## config.mk

```make
export PLATFORM = sky130hd
export DESIGN_NAME = frame2dcache_packer
export DESIGN_NICKNAME = d
export VERILOG_FILES = /design/src/rtl/frame2dcache_packer.sv
export SDC_FILE = /design/constraint.sdc
export NUM_CORES = 1
export LEC_CHECK = 0
export BUFFER_PORTS_ARGS = -buffer_cell sky130_fd_sc_hd__buf_2
export CAP_MARGIN = 20
export CORE_UTILIZATION = 25
export CTS_CLUSTER_DIAMETER = 120
export DETAILED_ROUTE_END_ITERATION = 10
export MAX_ROUTING_LAYER = met4
export PLACE_DENSITY = 0.49
export SLEW_MARGIN = 30
export SYNTH_ARGS = -nofsm -noshare
export SYNTH_HDL_FRONTEND = slang
export SYNTH_SLANG_ARGS = --single-unit
```

## constraint.sdc

```tcl
create_clock -name clk -period 5.4 [get_ports clk]
set_clock_uncertainty 0.1 [all_clocks]
set_input_delay 0.54 -clock clk [delete_from_list [all_inputs] [get_ports clk]]
set_output_delay 0.54 -clock clk [all_outputs]
set_load 0.01 [all_outputs]
```

## src/rtl/frame2dcache_packer.sv

```systemverilog
// frame2dcache_packer
//
// Packs a byte stream from the frame side into 16-bit little-endian words for
// the dcache side. Odd-length frames finish with a half word whose high byte is
// PAD_BYTE and whose keep is 2'b01. Words wait in a small FIFO of
// 2^DEPTH_WIDTH entries.
//
// Ports
//   clk, rst_n            : single rising-edge clock, async active-low reset
//   in_vld/in_rdy         : byte handshake (in_data, in_last)
//   out_vld/out_rdy       : word handshake (out_data, out_keep, out_last)
//   level                 : number of buffered words
//   frame_cnt             : number of completed frames pushed (optional)
//   o_dbg_state           : packer FSM state (0 = EMPTY, 1 = HALF)
//
// Handshake rule (both sides): a transfer happens on a rising edge where
// valid && ready are both 1. A valid source keeps its payload stable until that
// edge. in_rdy and out_vld depend only on registered state, never on the other
// side's valid/ready in the same cycle.
//
// Optional feature: define FRAME2DCACHE_FRAME_CNT_EN to build the frame counter.
// Without it, frame_cnt is tied to zero.
`timescale 1ns/1ps
module frame2dcache_packer #(
  parameter int unsigned DEPTH_WIDTH = 2,
  parameter logic [7:0]  PAD_BYTE    = 8'h00
) (
  input  logic                 clk,
  input  logic                 rst_n,
  input  logic                 in_vld,
  output logic                 in_rdy,
  input  logic [7:0]           in_data,
  input  logic                 in_last,
  output logic                 out_vld,
  input  logic                 out_rdy,
  output logic [15:0]          out_data,
  output logic [1:0]           out_keep,
  output logic                 out_last,
  output logic [DEPTH_WIDTH:0] level,
  output logic [15:0]          frame_cnt,
  output logic                 o_dbg_state
);

  localparam int unsigned DEPTH = 1 << DEPTH_WIDTH;
  localparam logic [DEPTH_WIDTH:0]   LVL_FULL = (DEPTH_WIDTH+1)'(DEPTH);
  localparam logic [DEPTH_WIDTH:0]   LVL_ONE  = (DEPTH_WIDTH+1)'(1);
  localparam logic [DEPTH_WIDTH-1:0] PTR_ONE  = (DEPTH_WIDTH)'(1);

  typedef enum logic {S_EMPTY = 1'b0, S_HALF = 1'b1} state_t;

  state_t                 r_state;
  state_t                 w_state_nxt;
  logic [7:0]             r_held;
  logic                   r_alive;
  logic [DEPTH_WIDTH-1:0] r_wr_ptr;
  logic [DEPTH_WIDTH-1:0] r_rd_ptr;
  logic [DEPTH_WIDTH:0]   r_level;
  // FIFO entry layout: {last, keep[1:0], data[15:0]}
  logic [18:0]            r_mem [DEPTH];

  logic                   w_in_fire;
  logic                   w_pop;
  logic                   w_push;
  logic                   w_hold;
  logic [18:0]            w_push_word;
  logic [18:0]            w_head;

  // r_alive keeps in_rdy low until the first edge after reset is released.
  assign in_rdy    = r_alive && (r_level < LVL_FULL);
  assign w_in_fire = in_vld && in_rdy;
  assign out_vld   = (r_level != '0);
  assign w_pop     = out_vld && out_rdy;
  assign level     = r_level;
  assign o_dbg_state = r_state;

  // The memory has no reset, so the head word is gated to zero when the FIFO is empty.
  assign w_head    = r_mem[r_rd_ptr];
  assign out_data  = out_vld ? w_head[15:0]  : 16'h0000;
  assign out_keep  = out_vld ? w_head[17:16] : 2'b00;
  assign out_last  = out_vld ? w_head[18]    : 1'b0;

  // Packer FSM: next state and push decision
  always_comb begin
    w_state_nxt = r_state;
    w_push      = 1'b0;
    w_hold      = 1'b0;
    w_push_word = '0;
    if (w_in_fire) begin
      case (r_state)
        S_EMPTY: begin
          if (in_last) begin
            w_push      = 1'b1;
            w_push_word = {1'b1, 2'b01, PAD_BYTE, in_data};
          end else begin
            w_hold      = 1'b1;
            w_state_nxt = S_HALF;
          end
        end
        S_HALF: begin
          w_push      = 1'b1;
          w_push_word = {in_last, 2'b11, in_data, r_held};
          w_state_nxt = S_EMPTY;
        end
        default: w_state_nxt = S_EMPTY;
      endcase
    end
  end

  always_ff @(posedge clk or negedge rst_n) begin
    if (!rst_n) begin
      r_state  <= S_EMPTY;
      r_held   <= 8'h00;
      r_alive  <= 1'b0;
      r_wr_ptr <= '0;
      r_rd_ptr <= '0;
      r_level  <= '0;
    end else begin
      r_state <= w_state_nxt;
      r_alive <= 1'b1;
      if (w_hold) r_held <= in_data;
      // The pointers wrap naturally because the FIFO depth is a power of two.
      if (w_push) r_wr_ptr <= r_wr_ptr + PTR_ONE;
      if (w_pop)  r_rd_ptr <= r_rd_ptr + PTR_ONE;
      // A push can only happen when in_rdy=1, so the level never passes full.
      case ({w_push, w_pop})
        2'b10:   r_level <= r_level + LVL_ONE;
        2'b01:   r_level <= r_level - LVL_ONE;
        default: r_level <= r_level;
      endcase
    end
  end

  always_ff @(posedge clk) begin
    if (w_push) r_mem[r_wr_ptr] <= w_push_word;
  end

`ifdef FRAME2DCACHE_FRAME_CNT_EN
  logic [15:0] r_frame_cnt;
  always_ff @(posedge clk or negedge rst_n) begin
    if (!rst_n)                          r_frame_cnt <= 16'h0000;
    else if (w_push && w_push_word[18])  r_frame_cnt <= r_frame_cnt + 16'h0001;
  end
  assign frame_cnt = r_frame_cnt;
`else
  assign frame_cnt = 16'h0000;
`endif

endmodule

```

==> results of run 1 <==
-- worst max-delay path: stages (launching register included) --
cell and delay [ns]:
dfrtp_1 0.75, buf_4 0.40, mux4_1 0.58, and2_1 0.16, buf_2 0.13
-- sequential cells by signal, indices dropped and copies added (netlist names) --
| name | count |
|---|---|
| r_mem | 76 |
| r_alive | 1 |
| r_wr_ptr | 2 |
| level | 3 |
| r_held | 8 |
| r_rd_ptr | 2 |
| o_dbg_state | 1 |
-- cells by family (layout without fill, tap and decap cells) --
group,Yosys count,in the layout
AOI/OAI and AO/OA,8,8
xor gates and xnor gates,6,6
adders and majority gates,6,6
buffers and inverters,31,60
DFF,93,93
muxes,29,29
other,2,17
and+or+nand+nor,46,46
-- metal layers --
metal / GRT usage (%) / vias up / share of wire [%]
met3: 2.80 / 9 / 4.2
met5: - / - / 0
met2: 16.5 / 49 / 51
met4: 3.94 / 0 / 1.2
met1: 11.3 / 963 / 44
li1: - / 878 / -
-- power by group --
| part | leakage, nW | switching (mW) | internal, mW | total, mW |
|---|---|---|---|---|
| clock | 0.159 | 0.267 | 0.409 | 0.675 |
| sequential | 0.904 | 0.107 | 0.879 | 0.986 |
| combinational | 0.673 | 0.302 | 0.343 | 0.644 |
-- area by class of cell --
| class | instances | area share [%] |
|---|---|---|
| multi-input cells | 112 | 24.3 |
| well taps | 211 | 5.69 |
| clock inverters | 7 | 2.10 |
| flip-flops and latches | 93 | 58.4 |
| clock buffers | 9 | 4.86 |
| repair buffers | 38 | 4.15 |
| inverters | 6 | 0.486 |
-- cells in the mapped netlist, types with 3 or more instances --
master	number	area share, %
mux2_2	8	2.3
mux4_2	18	10
buf_4	17	3.2
dfrtp_1	17	11
a22o_1	8	1.8
inv_1	6	0.57
xnor2_1	3	0.66
and2_1	26	4.1
ha_1	5	1.6
xor2_1	3	0.66
buf_2	3	0.38
and3_1	8	1.3
edfxtp_1	76	57
clkbuf_1	3	0.28
-- how the worst min path moves through the flow --
stage                          start               endpoint  slack [ns]  cells past startpoint
2_1_floorplan                  rst_n   level[0]$_DFFE_PN0P_        0.14                      0
6_report                       rst_n      r_alive$_DFF_PN0_        0.03                      1
5_1_grt                        rst_n      r_alive$_DFF_PN0_        0.05                      1
4_1_cts                        rst_n  r_held[2]$_DFFE_PN0P_        0.03                      1
3_5_place_dp                   rst_n      r_alive$_DFF_PN0_        0.39                      1
3_3_place_gp   r_held[4]$_DFFE_PN0P_  r_held[4]$_DFFE_PN0P_        0.38                      1
==> flow_metrics.py, run 1 <==
metrics = {
    "synth": {
        "synth_top_family_by_area": "multiplexers",
        "synth_flop_cell": "edfxtp_1",
        "synth.avg_cell_area_um2": 18.0,
        "synth_compound_area_share_pct": 1.76,
        "synth_simple_gate_area_share_pct": 7.81,
        "synth_seq_cells": 93,
        "ys_warn_count": 0,
        "syn-cell-area_um2": 3970,
        "ys_seq_area_share_pct": 68.2,
        "synthMuxAreaShare_pct": 13.7,
        "netlist_instances": 221,
        "synth_edf_count": 76,
        "async_flop_share_pct": 18.3,
        "synthXorXnorAreaFrac_pct": 1.32,
        "synth_cell_types": 30,
        "synth_fa_ha_area_share_pct": 2.08,
    },
    "floorplan": {
        "initial_utilization_pct": 25.8,
        "std_cell_rows": 45,
        "fp.dieW_um": 128,
        "die_area_um2": 16400,
        "core_um2": 15400,
        "die_h_um": 128,
        "ios": 54,
    },
    "critical_path": {
        "rrSetupSlack_ns": 2.88,
        "rr_startpoint": "level[2]$_DFFE_PN0P_",
        "crit_fanout": 12,
        "crit_path_end_kind": "output port",
        "critPathLaunch": "r_rd_ptr[0]$_DFFE_PN0P_",
        "cp-endpoint": "out_last",
        "cp.required_ns": 4.76,
        "critPathKind": "register to output port",
        "timing.rr.end": "level[2]$_DFFE_PN0P_",
        "crit_path_start_kind": "register",
        "cp.arrival_ns": 2.37,
        "reg2reg_depth": 8,
    },
    "power": {
        "pwr_density_cell_nw_per_um2": 497,
        "ir_worst_vdd_mv": 0.185,
        "leakage_nw": 1.74,
        "totalPowerFinal_mw": 2.31,
    },
    "placement": {
        "place_congestion": 0.697,
        "numPortBuffers": 37,
        "dpl_cell_area_um2": 4310,
        "pre_cts_ws_ns": 2.67,
        "place_inst": 460,
        "dpl.hpwl_um": 4700,
    },
    "cells_and_area": {
        "fin_area_um2": 4640,
        "fin_nets": 279,
        "antenna_cells": 0,
        "seqCellArea_um2": 2710,
        "multi_input_area_um2": 1130,
        "area_growth_pct": 16.8,
        "layout_commonest_cell": "edfxtp_1",
        "stdcell_count": 476,
        "final_util_pct": 30.2,
        "mostFrequentLayoutCells": "edfxtp_1 (76), buf_2 (37), and2_1 (22), mux4_2 (18), conb_1 (17)",
        "drive_gt1_share_pct": 33.2,
        "nFillCells": 1513,
    },
    "sta": {
        "setup_viol": 0,
        "slew_headroom_pct": 53.1,
        "tightestPinTransition_ns": 0.703,
        "clock.fmax_mhz": 333,
        "fin_ws_ns": 2.39,
        "period_minus_slack_ns": 3.01,
        "hold_violations": 0,
        "rsz0062_at_grt": "no",
        "final.period_utilization_pct": 55.7,
        "tns_ns": 0,
        "hold-worst-slack_ns": 0.0252,
        "slew_viol_final": 0,
    },
    "clocking": {
        "clk_latency_ns": 0.33,
        "clk_pin_slew_worst_paths_ns": 0.06,
        "cts_tree": "done",
        "postCtsHoldBufs": 0,
        "clockRootBuffer": "clkbuf_16",
        "numCtsBuffers": 9,
        "cts.sinks": 93,
        "clockBufferDepth": 2,
        "post_cts_buffers": 0,
        "htree_levels": 3,
        "ctsResizeCount": 0,
    },
    "run_status": {
        "status": "completed",
    },
    "detailed_routing": {
        "drc": 0,
        "viasPerCell": 3.99,
        "wl_per_cell_um": 15.4,
        "vias": 1899,
        "ant_nets": 0,
        "drt_iter0_markers": 122,
        "dr.pass1.iters": 4,
        "wirelength_um": 7320,
    },
    "global_routing": {
        "grt_max_degree": 23,
        "grt_pass1_vias": 2026,
        "grt.total_usage_pct": 9.93,
        "grt_pass1_wl_um": 11300,
        "antenna_found_initial": 0,
        "grt_overflow": 0,
    },
    "hold_path": {
        "hold_class": "primary input to asynchronous set/reset pin",
    },
    "flow_run": {
        "maxCapViolCount": 0,
    },
}
No activity file was read; power rests on OpenSTA's default activity.
==> run 2: changes to the inputs <==
==> constraint.sdc (replaced) <==
create_clock -name clk -period 2.8 [get_ports clk]
set_clock_uncertainty 0.1 [all_clocks]
set_input_delay 0.28 -clock clk [delete_from_list [all_inputs] [get_ports clk]]
set_output_delay 0.28 -clock clk [all_outputs]
set_load 0.01 [all_outputs]
==> run 2 against run 1 <==
Via count is 0.79% higher. Sequential cell count stayed put. Routed wire length is 0.18% lower. Die area stayed put. Critical path type is now register to register. Critical endpoint is now level[2]$_DFFE_PN0P_. Largest cell class unchanged.
==> flow_metrics.py, run 2 (synthesized netlist as in run 1, its figures left out) <==
metrics = {
    "run_status": {
        "status": "completed",
    },
    "detailed_routing": {
        "vias": 1914,
        "wirelength_um": 7310,
        "wl_per_cell_um": 15.1,
        "ant_nets": 0,
        "drt_iter0_markers": 115,
        "viasPerCell": 3.95,
        "dr.pass1.iters": 4,
        "drc": 0,
    },
    "cells_and_area": {
        "top_register": "r_mem",
        "mostFrequentLayoutCells": "edfxtp_1 (76), buf_2 (37), and2_1 (26), mux4_2 (18)",
        "fin_nets": 287,
        "layout_commonest_cell": "edfxtp_1",
        "largest_register_ffs": 76,
        "area_growth_pct": 18.2,
        "stdcell_count": 484,
        "antenna_cells": 0,
        "drive_gt1_share_pct": 33.3,
    },
    "clocking": {
        "clockRootBuffer": "clkbuf_16",
        "ctsResizeCount": 0,
        "clk_pin_slew_worst_paths_ns": 0.07,
        "clockBufferDepth": 2,
        "cts_tree": "done",
        "numCtsBuffers": 9,
        "htree_levels": 3,
        "clk_latency_ns": 0.33,
        "postCtsHoldBufs": 1,
        "cts.sinks": 93,
        "post_cts_buffers": 0,
    },
    "floorplan": {
        "die_area_um2": 16400,
        "ios": 54,
        "core_um2": 15400,
        "die_h_um": 128,
        "initial_utilization_pct": 25.8,
        "std_cell_rows": 45,
        "fp.dieW_um": 128,
    },
    "power": {
        "pwr_density_cell_nw_per_um2": 947,
        "ir_worst_vdd_mv": 0.378,
        "leakage_nw": 1.77,
    },
    "sta": {
        "tns_ns": 0,
        "fin_ws_ns": 0.500,
        "slew_viol_final": 0,
        "final.period_utilization_pct": 82.2,
        "setup_viol": 0,
        "hold_violations": 0,
        "rsz0062_at_grt": "no",
        "clock.fmax_mhz": 435,
        "hold-worst-slack_ns": 0.113,
        "period_minus_slack_ns": 2.30,
    },
    "placement": {
        "dpl.hpwl_um": 4820,
        "numPortBuffers": 37,
        "pre_cts_ws_ns": 0.525,
        "place_inst": 467,
        "place_congestion": 0.692,
    },
    "global_routing": {
        "grt_pass1_wl_um": 11200,
        "grt_overflow": 0,
        "grt_max_degree": 22,
        "grt_pass1_vias": 1954,
        "antenna_found_initial": 0,
        "grt.total_usage_pct": 9.68,
    },
    "critical_path": {
        "cp.arrival_ns": 2.45,
        "crit_fanout": 13,
        "critPathKind": "register to register",
        "crit_path_end_kind": "register",
        "crit_path_start_kind": "register",
        "cp.required_ns": 2.95,
    },
    "flow_run": {
        "maxCapViolCount": 0,
    },
    "hold_path": {
        "hold_class": "primary input to register",
    },
}
[run 2: changes by cell type in the layout (fill, tap and decap cells not counted), sizes merged]
cell / delta
dlygate4sd3: +1
inv: +2
bufinv: -1
buf: +7
clkinv: -2
clkinvlp: +1
[run 2: where the power goes]
group          total, mW  internal (mW)  switching, mW  leakage, nW
Clock               1.24          0.712          0.529        0.150
Sequential          1.83           1.69          0.134        0.905
Combinational       1.38          0.711          0.668        0.714
Total               4.45           3.12           1.33         1.77
[run 2: critical path, stage by stage, from the launching register on]
cell and delay [ns]:
dfrtp_1 0.53, nor2_1 0.32, nor2_2 0.16, inv_1 0.09, ha_1 0.17, inv_1 0.06
fa_1 0.38, xor2_1 0.15, nor2_1 0.12, xor2_1 0.15
[run 2: final cells by class]
class / instances / area (um^2)
Clock buffer: 9 / 225
Clock inverter: 7 / 86.3
Fill cell: 1526 / 10700
Inverter: 6 / 22.5
Multi-Input combinational cell: 112 / 1120
Sequential cell: 93 / 2710
Tap cell: 211 / 264
Timing Repair Buffer: 46 / 268
[run 2: per-layer routing]
layer	share of wire, %	vias to the layer above	global-route usage, %
met2	51	53	16.2
met3	4.3	5	2.88
met5	0	-	-
met1	44	964	11.4
li1	-	892	-
met4	0.78	0	2.28
[run 2: worst paths after layout]
check	start	endpoint	slack [ns]	cells past startpoint
min reg2reg	r_held[4]$_DFFE_PN0P_	r_held[4]$_DFFE_PN0P_	0.40	1
min in group asynchronous	rst_n	level[0]$_DFFE_PN0P_	0.31	2
max	o_dbg_state$_DFFE_PN0P_	level[2]$_DFFE_PN0P_	0.50	9
max in group asynchronous	rst_n	r_held[3]$_DFFE_PN0P_	1.99	2
max reg2reg	o_dbg_state$_DFFE_PN0P_	level[2]$_DFFE_PN0P_	0.50	9
min	in_data[4]	r_held[4]$_DFFE_PN0P_	0.11	2
[run 2: through the flow]
step	power, mW	instance area (um^2)	utilization, %
after floorplan	2.81	4030	-
after global placement	3.27	4370	28.5
after detailed placement	3.29	4370	28.5
after CTS	4.53	4700	30.5
after global routing	4.72	4700	30.5
final	4.45	4700	30.5
